===== config.mk =====
export PLATFORM = sky130hd
export DESIGN_NAME = lifo_stack_flat
export DESIGN_NICKNAME = d
export VERILOG_FILES = /design/src/rtl/lifo_stack_pkg.sv /design/src/rtl/lifo_stack_if.sv /design/src/rtl/lifo_stack_mem.sv /design/src/rtl/lifo_stack.sv /design/src/flat_wrapper.sv
export SDC_FILE = /design/constraint.sdc
export NUM_CORES = 1
export LEC_CHECK = 0
export CAP_MARGIN = 5
export CORE_ASPECT_RATIO = 0.7
export CORE_MARGIN = 5
export CORE_UTILIZATION = 50
export CTS_CLUSTER_DIAMETER = 100
export CTS_CLUSTER_SIZE = 30
export DETAILED_ROUTE_END_ITERATION = 10
export GPL_TIMING_DRIVEN = 0
export PLACE_DENSITY = 0.71
export SLEW_MARGIN = 10
export SYNTH_ARGS = -nofsm -noshare
export SYNTH_HDL_FRONTEND = slang
export SYNTH_HIERARCHICAL = 1
export SYNTH_SLANG_ARGS = --single-unit

===== constraint.sdc =====
create_clock -name clk -period 3.75 [get_ports clk]
set_input_delay 0.75 -clock clk [delete_from_list [all_inputs] [get_ports clk]]
set_output_delay 0.75 -clock clk [all_outputs]
set_load 0.1 [all_outputs]

===== src/rtl/lifo_stack_pkg.sv =====
// Shared definitions for the LIFO stack: width helpers and the per-cycle action
// encoding used by the control decode.
package lifo_pkg;

    typedef enum logic [2:0] {
        ACT_NOP    = 3'd0,
        ACT_PUSH   = 3'd1,
        ACT_POP    = 3'd2,
        ACT_SWAP   = 3'd3,
        ACT_BYPASS = 3'd4
    } lifo_act_e;

    // Bits needed to hold 0..max_val inclusive.
    function automatic int cnt_width(input int max_val);
        return (max_val < 2) ? 1 : $clog2(max_val + 1);
    endfunction

    // Bits needed to address 0..depth-1.
    function automatic int addr_width(input int depth);
        return (depth < 2) ? 1 : $clog2(depth);
    endfunction

    // Rejected operations (push on full, pop on empty) decode to NOP; the error
    // flags are derived separately so the action stays a pure datapath selector.
    function automatic lifo_act_e decode_action(input logic push,
                                                input logic pop,
                                                input logic full,
                                                input logic empty);
        lifo_act_e act;
        act = ACT_NOP;
        if (push && pop) begin
            act = empty ? ACT_BYPASS : ACT_SWAP;
        end else if (push) begin
            act = full ? ACT_NOP : ACT_PUSH;
        end else if (pop) begin
            act = empty ? ACT_NOP : ACT_POP;
        end
        return act;
    endfunction

endpackage


===== src/rtl/lifo_stack_if.sv =====
// Bus bundle between a stack user (master) and the lifo_stack (slave).
interface lifo_stack_if
    import lifo_pkg::*;
#(
    parameter int DATA_W = 8,
    parameter int DEPTH  = 8
);
    localparam int CNT_W = cnt_width(DEPTH);

    logic              push;
    logic              pop;
    logic [DATA_W-1:0] data_in;
    logic              clr_err;
    logic [DATA_W-1:0] data_out;
    logic              pop_valid;
    logic [DATA_W-1:0] top;
    logic [CNT_W-1:0]  count;
    logic              full;
    logic              empty;
    logic              almost_full;
    logic              overflow;
    logic              underflow;

    modport master (
        output push, pop, data_in, clr_err,
        input  data_out, pop_valid, top, count, full, empty,
               almost_full, overflow, underflow
    );

    modport slave (
        input  push, pop, data_in, clr_err,
        output data_out, pop_valid, top, count, full, empty,
               almost_full, overflow, underflow
    );

endinterface


===== src/rtl/lifo_stack_mem.sv =====
// Stack storage: one synchronous write port and two asynchronous read ports.
// Addresses outside 0..DEPTH-1 never write and read back as zero.
module lifo_mem
    import lifo_pkg::*;
#(
    parameter int DATA_W = 8,
    parameter int DEPTH  = 8,
    parameter int IDX_W  = 4
) (
    input  logic              clk,
    input  logic              we,
    input  logic [IDX_W-1:0]  waddr,
    input  logic [DATA_W-1:0] wdata,
    input  logic [IDX_W-1:0]  raddr_a,
    output logic [DATA_W-1:0] rdata_a,
    input  logic [IDX_W-1:0]  raddr_b,
    output logic [DATA_W-1:0] rdata_b
);
    localparam int               AW  = addr_width(DEPTH);
    localparam logic [IDX_W-1:0] LIM = IDX_W'(DEPTH);

    logic [DATA_W-1:0] mem [DEPTH];

    always_ff @(posedge clk) begin
        if (we && (waddr < LIM)) begin
            mem[waddr[AW-1:0]] <= wdata;
        end
    end

    assign rdata_a = (raddr_a < LIM) ? mem[raddr_a[AW-1:0]] : '0;
    assign rdata_b = (raddr_b < LIM) ? mem[raddr_b[AW-1:0]] : '0;

endmodule


===== src/rtl/lifo_stack.sv =====
// Parametrised hardware stack with simultaneous push/pop, combinational top peek,
// occupancy flags and sticky overflow/underflow.
module lifo_stack
    import lifo_pkg::*;
#(
    parameter int DATA_W    = 8,
    parameter int DEPTH     = 8,
    parameter int AFULL_LVL = DEPTH - 1
) (
    input logic          clk,
    input logic          rst_n,
    lifo_stack_if.slave  bus
);
    localparam int               CNT_W   = cnt_width(DEPTH);
    localparam logic [CNT_W-1:0] DEPTH_C = CNT_W'(DEPTH);
    localparam logic [CNT_W-1:0] AFULL_C = CNT_W'(AFULL_LVL);
    localparam logic [CNT_W-1:0] ONE_C   = CNT_W'(1);

    logic [CNT_W-1:0]  count_q;
    logic [DATA_W-1:0] data_out_q;
    logic              pop_valid_q;
    logic              overflow_q;
    logic              underflow_q;

    logic              full;
    logic              empty;
    lifo_act_e         act;
    logic              push_rej;
    logic              pop_rej;

    logic [CNT_W-1:0]  top_idx;
    logic              mem_we;
    logic [CNT_W-1:0]  mem_waddr;
    logic [DATA_W-1:0] rd_top;
    logic [DATA_W-1:0] rd_pop;

    assign full     = (count_q == DEPTH_C);
    assign empty    = (count_q == '0);
    assign act      = decode_action(bus.push, bus.pop, full, empty);
    assign push_rej = bus.push && !bus.pop && full;
    assign pop_rej  = bus.pop && !bus.push && empty;

    // When empty this wraps to all-ones, which the memory reads back as zero.
    assign top_idx  = count_q - ONE_C;

    always_comb begin
        mem_we    = 1'b0;
        mem_waddr = count_q;
        case (act)
            ACT_PUSH: begin
                mem_we    = 1'b1;
                mem_waddr = count_q;
            end
            ACT_SWAP: begin
                mem_we    = 1'b1;
                mem_waddr = top_idx;
            end
            default: begin
                mem_we    = 1'b0;
                mem_waddr = count_q;
            end
        endcase
    end

    lifo_mem #(
        .DATA_W (DATA_W),
        .DEPTH  (DEPTH),
        .IDX_W  (CNT_W)
    ) u_mem (
        .clk     (clk),
        .we      (mem_we),
        .waddr   (mem_waddr),
        .wdata   (bus.data_in),
        .raddr_a (top_idx),
        .rdata_a (rd_top),
        .raddr_b (top_idx),
        .rdata_b (rd_pop)
    );

    always_ff @(posedge clk or negedge rst_n) begin
        if (!rst_n) begin
            count_q     <= '0;
            data_out_q  <= '0;
            pop_valid_q <= 1'b0;
        end else begin
            pop_valid_q <= 1'b0;
            case (act)
                ACT_PUSH: begin
                    count_q <= count_q + ONE_C;
                end
                ACT_POP: begin
                    count_q     <= top_idx;
                    data_out_q  <= rd_pop;
                    pop_valid_q <= 1'b1;
                end
                ACT_SWAP: begin
                    data_out_q  <= rd_pop;
                    pop_valid_q <= 1'b1;
                end
                ACT_BYPASS: begin
                    data_out_q  <= bus.data_in;
                    pop_valid_q <= 1'b1;
                end
                default: begin
                    count_q <= count_q;
                end
            endcase
        end
    end

    // A new error event in the same cycle as clr_err keeps the flag set.
    always_ff @(posedge clk or negedge rst_n) begin
        if (!rst_n) begin
            overflow_q  <= 1'b0;
            underflow_q <= 1'b0;
        end else begin
            overflow_q  <= push_rej || (overflow_q && !bus.clr_err);
            underflow_q <= pop_rej || (underflow_q && !bus.clr_err);
        end
    end

    assign bus.data_out    = data_out_q;
    assign bus.pop_valid   = pop_valid_q;
    assign bus.top         = empty ? '0 : rd_top;
    assign bus.count       = count_q;
    assign bus.full        = full;
    assign bus.empty       = empty;
    assign bus.almost_full = (count_q >= AFULL_C);
    assign bus.overflow    = overflow_q;
    assign bus.underflow   = underflow_q;

endmodule

===== src/flat_wrapper.sv =====
// flat-port wrapper written by rule: the top's interface ports become plain ports
module lifo_stack_flat import lifo_pkg::*;
#(
    parameter int DATA_W    = 8,
    parameter int DEPTH     = 8,
    parameter int AFULL_LVL = DEPTH - 1
)
  (clk, rst_n, bus_push, bus_pop, bus_data_in, bus_clr_err, bus_data_out, bus_pop_valid, bus_top, bus_count, bus_full, bus_empty, bus_almost_full, bus_overflow, bus_underflow);
  lifo_stack_if #(.DATA_W(DATA_W), .DEPTH(DEPTH)) bus_i ();
  input logic clk;
  input logic rst_n;
  input wire logic [$bits(bus_i.push)-1:0] bus_push;
  input wire logic [$bits(bus_i.pop)-1:0] bus_pop;
  input wire logic [$bits(bus_i.data_in)-1:0] bus_data_in;
  input wire logic [$bits(bus_i.clr_err)-1:0] bus_clr_err;
  output wire logic [$bits(bus_i.data_out)-1:0] bus_data_out;
  output wire logic [$bits(bus_i.pop_valid)-1:0] bus_pop_valid;
  output wire logic [$bits(bus_i.top)-1:0] bus_top;
  output wire logic [$bits(bus_i.count)-1:0] bus_count;
  output wire logic [$bits(bus_i.full)-1:0] bus_full;
  output wire logic [$bits(bus_i.empty)-1:0] bus_empty;
  output wire logic [$bits(bus_i.almost_full)-1:0] bus_almost_full;
  output wire logic [$bits(bus_i.overflow)-1:0] bus_overflow;
  output wire logic [$bits(bus_i.underflow)-1:0] bus_underflow;
  assign bus_i.push = bus_push;
  assign bus_i.pop = bus_pop;
  assign bus_i.data_in = bus_data_in;
  assign bus_i.clr_err = bus_clr_err;
  assign bus_data_out = bus_i.data_out;
  assign bus_pop_valid = bus_i.pop_valid;
  assign bus_top = bus_i.top;
  assign bus_count = bus_i.count;
  assign bus_full = bus_i.full;
  assign bus_empty = bus_i.empty;
  assign bus_almost_full = bus_i.almost_full;
  assign bus_overflow = bus_i.overflow;
  assign bus_underflow = bus_i.underflow;
  lifo_stack #(.DATA_W(DATA_W), .DEPTH(DEPTH), .AFULL_LVL(AFULL_LVL)) u_core (.clk(clk), .rst_n(rst_n), .bus(bus_i));
endmodule

==> impl_metrics.yaml, run 1 <==
logic_synthesis:
  synth_most_common_cell: "edfxtp_1"
  synthTopCellsByArea: "edfxtp_1, mux4_1, dfrtp_1, mux2i_1, nor2_1"
  syn_area_sq_um: 4130
  async_flop_share_pct: 19.0
  ys_top_cells_by_count: "edfxtp_1, nor2_1, mux4_1"
  synth_area_leader_cell: "edfxtp_1"
  synth_nets: 286
  synth_seq_area_share_pct: 55.6
  ys_ff_latch: 79
  syn_inst: 271
  synth_edf_count: 64
  syn_area_per_cell_sq_um: 15.2
  synth_flop_cell: "edfxtp_1"
  ys_warn_count: 6
  synth.distinct_cells: 49
  synth_top_cell_area_share_pct: 46.5
layout:
  fin_nets: 339
  fin_cells: 430
  fillCellCount: 596
  area.growth.synth_to_final_pct: 19.6
  antennaDiodeCount: 0
  fin_util_pct: 62.0
  stdcell_area_sq_um: 4940
  drive_above_1_share_pct: 17.6
cts:
  cts_buffer_depth: 2
  htree_levels: 3
  clk_latency_ps: 330
  cts-root-buf: "clkbuf_16"
  numCtsBuffers: 9
  cts_hold_buf: 0
  cts_tree: "done"
  clk_pin_slew_ps: 60
  cts_sinks: 79
detailed_routing:
  drc: 0
  routed_wl_mm: 9.73
  drt_iter0_drc: 231
  drtPass1Iterations: 5
  vias: 2637
  avgViaCountPerCell: 6.13
  wire_per_inst_um: 22.6
  final_antenna_net_count: 0
critical_path:
  cpPeakStageDelay_ps: 1150
  critPathLaunchType: "flip-flop"
  worstPathCellList: "inv_1 > ha_4 > buf_4 > and2b_1 > nand2_1 > inv_1 > clkdlybuf4s50_1"
  cp-end-kind: "output port"
  path_class: "reg2out"
  arrival_ps: 2910
  slowest_stage: "clkdlybuf4s50_1"
  required_ps: 3000
  cpMostUsedCell: "inv_1"
  path_max_fanout: 8
global_route:
  grt-ovfl-total: 0
  antenna_found_initial: 0
  grtUsageTotal_pct: 20.1
  grt_pass1_wl_mm: 15.2
  first_global_vias: 2638
  grt_max_degree: 16
timing:
  skew_ps: 4.67
  min_period_ps: 3660
  hold_violations: 0
  finalSetupViolCount: 0
  relSlewSlack_pct: 33.4
  fmax_mhz: 273
  tightest_slew_ps: 997
  finalSetupTns_ps: 0
  report.final.slew_viol_count: 0
  final.period_utilization_pct: 97.6
die:
  io_pins: 39
  core-area_sq_um: 7970
  num_rows: 27
  die_area_sq_um: 10200
  dieWidth_um: 119
  die_y_um: 86.1
  initial_core_util_pct: 51.8
status:
  status: "completed"
place:
  dp_cells: 410
  dp_hpwl_mm: 6.91
  port_buffers: 38
  gp_congestion: 0.898
  postPlaceCellArea_sq_um: 4650
flow_run:
  timing.max_cap.violations: 0
min_path:
  hold_path_class: "reg2reg"
-- cells by family after synthesis --
logic type	synth area share, %
DFF	55.6
and+or+nand+nor	8.57
muxes	23.8
AOI/OAI and AO/OA	5.39
buffers and inverters	4.96
xor gates and xnor gates	1.06
adders and majority gates	0.605
-- state kept, by name, summed over array words and instances (netlist names) --
signal                count
u_core/bus.count          4
u_core/bus.data_out       8
u_core/bus.overflow       1
u_core/bus.pop_valid      1
u_core/bus.underflow      1
u_core/u_mem/mem         64
-- final timing paths --
kind,startpoint,end,slack (ps),cells past startpoint
max in group asynchronous,rst_n,u_core/bus.count[1],2380,1
max reg2reg,u_core/bus.count[0],u_core/u_mem/mem[1][0],250,9
max,u_core/bus.count[0],bus_full,90,7
min reg2reg,u_core/bus.underflow,u_core/bus.underflow,500,1
min,u_core/bus.underflow,u_core/bus.underflow,500,1
min in group asynchronous,rst_n,u_core/bus.overflow,860,1
-- routing by layer --
layer  GRT usage (%)  vias up  share of wire [%]
met1            28.4     1343                 45
li1                -     1183                  -
met3            4.55        9                7.0
met2            31.7      102                 47
met5               0        -                  0
met4            5.57        0               0.94
-- critical path, delay by kind of cell, from the launching register on --
kind	cells	cell delay [ps]
DFF	1	450
buffers and inverters	4	1630
adders and majority gates	1	160
and+or+nand+nor	2	330
-- what timing repair did --
| item | CTS | global route |
|---|---|---|
| resized for setup | 39 | 14 |
| endpoints found under the setup margin | 9 | 8 |
| buffers inserted | 0 | 4 |
| hold endpoints to repair | 0 | 0 |
| cloned | 0 | 0 |
-- layout by cell type (no fill, tap or decap), drive strengths merged, types with 2 or more instances in the layout --
master         count
xor2               2
nor2b              2
o22ai              8
nor2              32
dfrtp             15
inv                9
ha                 2
clkdlybuf4s50     29
and2               9
nand3              6
clkinv             4
or3b               2
o21ai              7
a21oi             10
nor3               3
buf               24
a22oi              2
edfxtp            64
clkinvlp           3
mux4              32
mux2i             16
clkbuf            16
nand2b             2
nand2             12
xnor2              3
-- area by class of cell --
class / count / area (sq um) / share of cell area, %
Buffer: 20 / 170 / 3.44
Sequential cell: 79 / 2300 / 46.5
Inverter: 9 / 35.0 / 0.709
Clock inverter: 7 / 47.5 / 0.962
Multi-Input combinational cell: 163 / 1650 / 33.5
Tap cell: 101 / 126 / 2.56
Timing Repair Buffer: 42 / 384 / 7.77
Clock buffer: 9 / 225 / 4.56
-- stage by stage --
step	worst slack [ps]	hold WS (ps)
6_report	89.5	503
5_1_grt	-7.69	548
4_1_cts	-161	506
3_5_place_dp	-301	492
3_3_place_gp	-277	490
2_1_floorplan	202	454
Power of run 1 is left out: the tool's default activity adds up to more than one toggle a clock period on the data nets, which glitch-free logic cannot reach.
==> inputs of run 2 (changes only) <==
Settings changed: SLEW_MARGIN 10 to 20.
==> results of run 2 <==
The final DEF is identical to that of run 1; final timing and power are the same.
Power of run 2 is left out for the same reason.
==> inputs of run 3 (changes only) <==
==> constraint.sdc (replaced) <==
create_clock -name clk -period 3.75 [get_ports clk]
set_input_delay 0.75 -clock clk [delete_from_list [all_inputs] [get_ports clk]]
set_output_delay 0.75 -clock clk [all_outputs]
set_load 0.005 [all_outputs]
==> run 3 against run 2 <==
  * Largest cell class unchanged
  * Die area unchanged
  * Critical path depth increased by 3
  * Hold slack got worse by 7.7 ps
  * Cell area increased by 1.9%
  * Core utilization increased by 1.2 points
  * First-iteration DRC count increased by 4.8%
  * Global-route usage decreased by 0.46 points
  * Sequential share of layout area decreased by 0.87 points
  * Register-to-register slack improved by 140 ps
==> impl_metrics.yaml, run 3 (synthesis results as in run 1) <==
status:
  status: "completed"
place:
  dp_slack_ps: 37.9
  gp_congestion: 0.828
  port_buffers: 38
  dp_hpwl_mm: 6.63
cts:
  cts-root-buf: "clkbuf_16"
  htree_levels: 3
  clk_latency_ps: 330
  clk_pin_slew_ps: 60
  cts_sinks: 79
  cts_buffer_depth: 2
  cts_tree: "done"
  numCtsBuffers: 9
timing:
  final.period_utilization_pct: 95.0
  rsz0062_at_grt: "false"
  fmax_mhz: 281
  skew_ps: 5.54
  tightest_slew_ps: 978
  relSlewSlack_pct: 34.6
  min_period_ps: 3560
  finalSetupViolCount: 0
  report.final.slew_viol_count: 0
  fin_ws_ps: 187
  hold_violations: 0
layout:
  fin_util_pct: 63.2
  final_common_cell: "edfxtp_1"
  fillCellCount: 583
  area.growth.synth_to_final_pct: 21.8
  antennaDiodeCount: 0
  final_cell_mix: "edfxtp_1, clkdlybuf4s50_1, nor2_1"
  drive_above_1_share_pct: 18.3
  fin_nets: 344
  largest_reg_flops: 64
detailed_routing:
  wire_per_inst_um: 22.2
  final_antenna_net_count: 0
  drc: 0
  avgViaCountPerCell: 6.15
  drtPass1Iterations: 5
  drt_iter0_drc: 242
  routed_wl_mm: 9.65
  vias: 2677
power:
  p_int_mw: 3.27
  clockPowerShare_pct: 17.1
  power_mw: 5.05
  swShare_pct: 35.3
  peakVddDrop_uv: 471
  p_seq_share_pct: 23.4
  combPwrFrac_pct: 59.5
  power.leakage_nw: 1.86
  p_per_area_nw_per_um2: 1000
  p_sw_mw: 1.78
critical_path:
  slowest_stage: "mux4_4"
  required_ps: 3000
  worstPathCellList: "inv_2 > ha_4 > inv_2 > buf_6 > buf_4 > mux4_4 > mux2i_1 > nor2_1 > and2_1 > clkdlybuf4s50_1"
  cp-end-kind: "output port"
  path_max_fanout: 5
  path_class: "reg2out"
  cpPeakStageDelay_ps: 640
  arrival_ps: 2810
  critPathLaunchType: "flip-flop"
  cpMostUsedCell: "inv_2"
flow_run:
  timing.max_cap.violations: 0
die:
  num_rows: 27
  initial_core_util_pct: 51.8
  die_y_um: 86.1
  core-area_sq_um: 7970
  io_pins: 39
  dieWidth_um: 119
  die_area_sq_um: 10200
global_route:
  first_global_vias: 2653
  grt_max_degree: 16
  grt-ovfl-total: 0
  antenna_found_initial: 0
  grt_pass1_wl_mm: 14.8
  grtUsageTotal_pct: 19.6
min_path:
  hold_path_class: "reg2reg"
run 3: repair_timing:
item | CTS | global route
hold buffers | 0 | 0
endpoints found under the setup margin | 8 | 7
setup buffers | 5 | 2
cloned | 0 | 0
resized for setup | 5 | 5
run 3: path summary, 6_finish.rpt:
path | cells after the start | to | from | slack (ps)
worst max-delay path | 10 | bus_top[4] | u_core/bus.count[0] | 190
worst min-delay path | 1 | u_core/bus.underflow | u_core/bus.underflow | 490
worst max register to register | 10 | u_core/u_mem/mem[7][6] | u_core/bus.count[0] | 390
worst min register to register | 1 | u_core/bus.underflow | u_core/bus.underflow | 490
max in group asynchronous | 1 | u_core/bus.count[1] | rst_n | 2420
min in group asynchronous | 1 | u_core/bus.count[2] | rst_n | 840
run 3: final cells by class:
type / instances / area [sq um] / area share, %
Buffer: 20 / 175 / 3.48
Clock inverter: 6 / 68.8 / 1.37
Clock buffer: 10 / 229 / 4.55
Sequential cell: 79 / 2300 / 45.7
Inverter: 9 / 35.0 / 0.696
Timing Repair Buffer: 47 / 448 / 8.90
Multi-Input combinational cell: 163 / 1650 / 32.8
Tap cell: 101 / 126 / 2.51
run 3: worst max-delay path, delay by kind of cell, from the launching register on:
kind	cells	cell delay, ps
flops	1	420
fa+ha+maj	1	230
buf+inv	5	840
mux	2	800
simple gates	2	180
run 3: layer usage:
metal,share of wire (%),track usage (%),up-vias,wire (um)
li1,-,-,1195,-
met1,43,27.1,1345,4160
met2,48,30.9,123,4620
met3,7.1,4.94,14,688
met4,1.9,6.31,0,185
met5,0,0,-,0
run 3: stage by stage:
step,TNS (ps),hold slack [ps],instances,instance area (sq um)
floorplan,0,454,271,4130
global placement,-3740,485,410,4640
detailed placement,0,485,412,4660
CTS,0,498,433,5010
global route,0,541,435,5030
finish,0,495,435,5030
run 3: power by group through the flow:
| stage | clock network [mW] | logic (mW) | registers [mW] |
|---|---|---|---|
| 2_1_floorplan | 0 | 1.89 | 1.20 |
| 3_3_place_gp | 0 | 2.77 | 1.21 |
| 3_5_place_dp | 0 | 2.82 | 1.21 |
| 4_1_cts | 0.878 | 2.94 | 1.18 |
| 5_1_grt | 0.925 | 3.22 | 1.20 |
| 6_report | 0.862 | 3.01 | 1.18 |
Note: power is estimated with default switching activity, not from simulation.
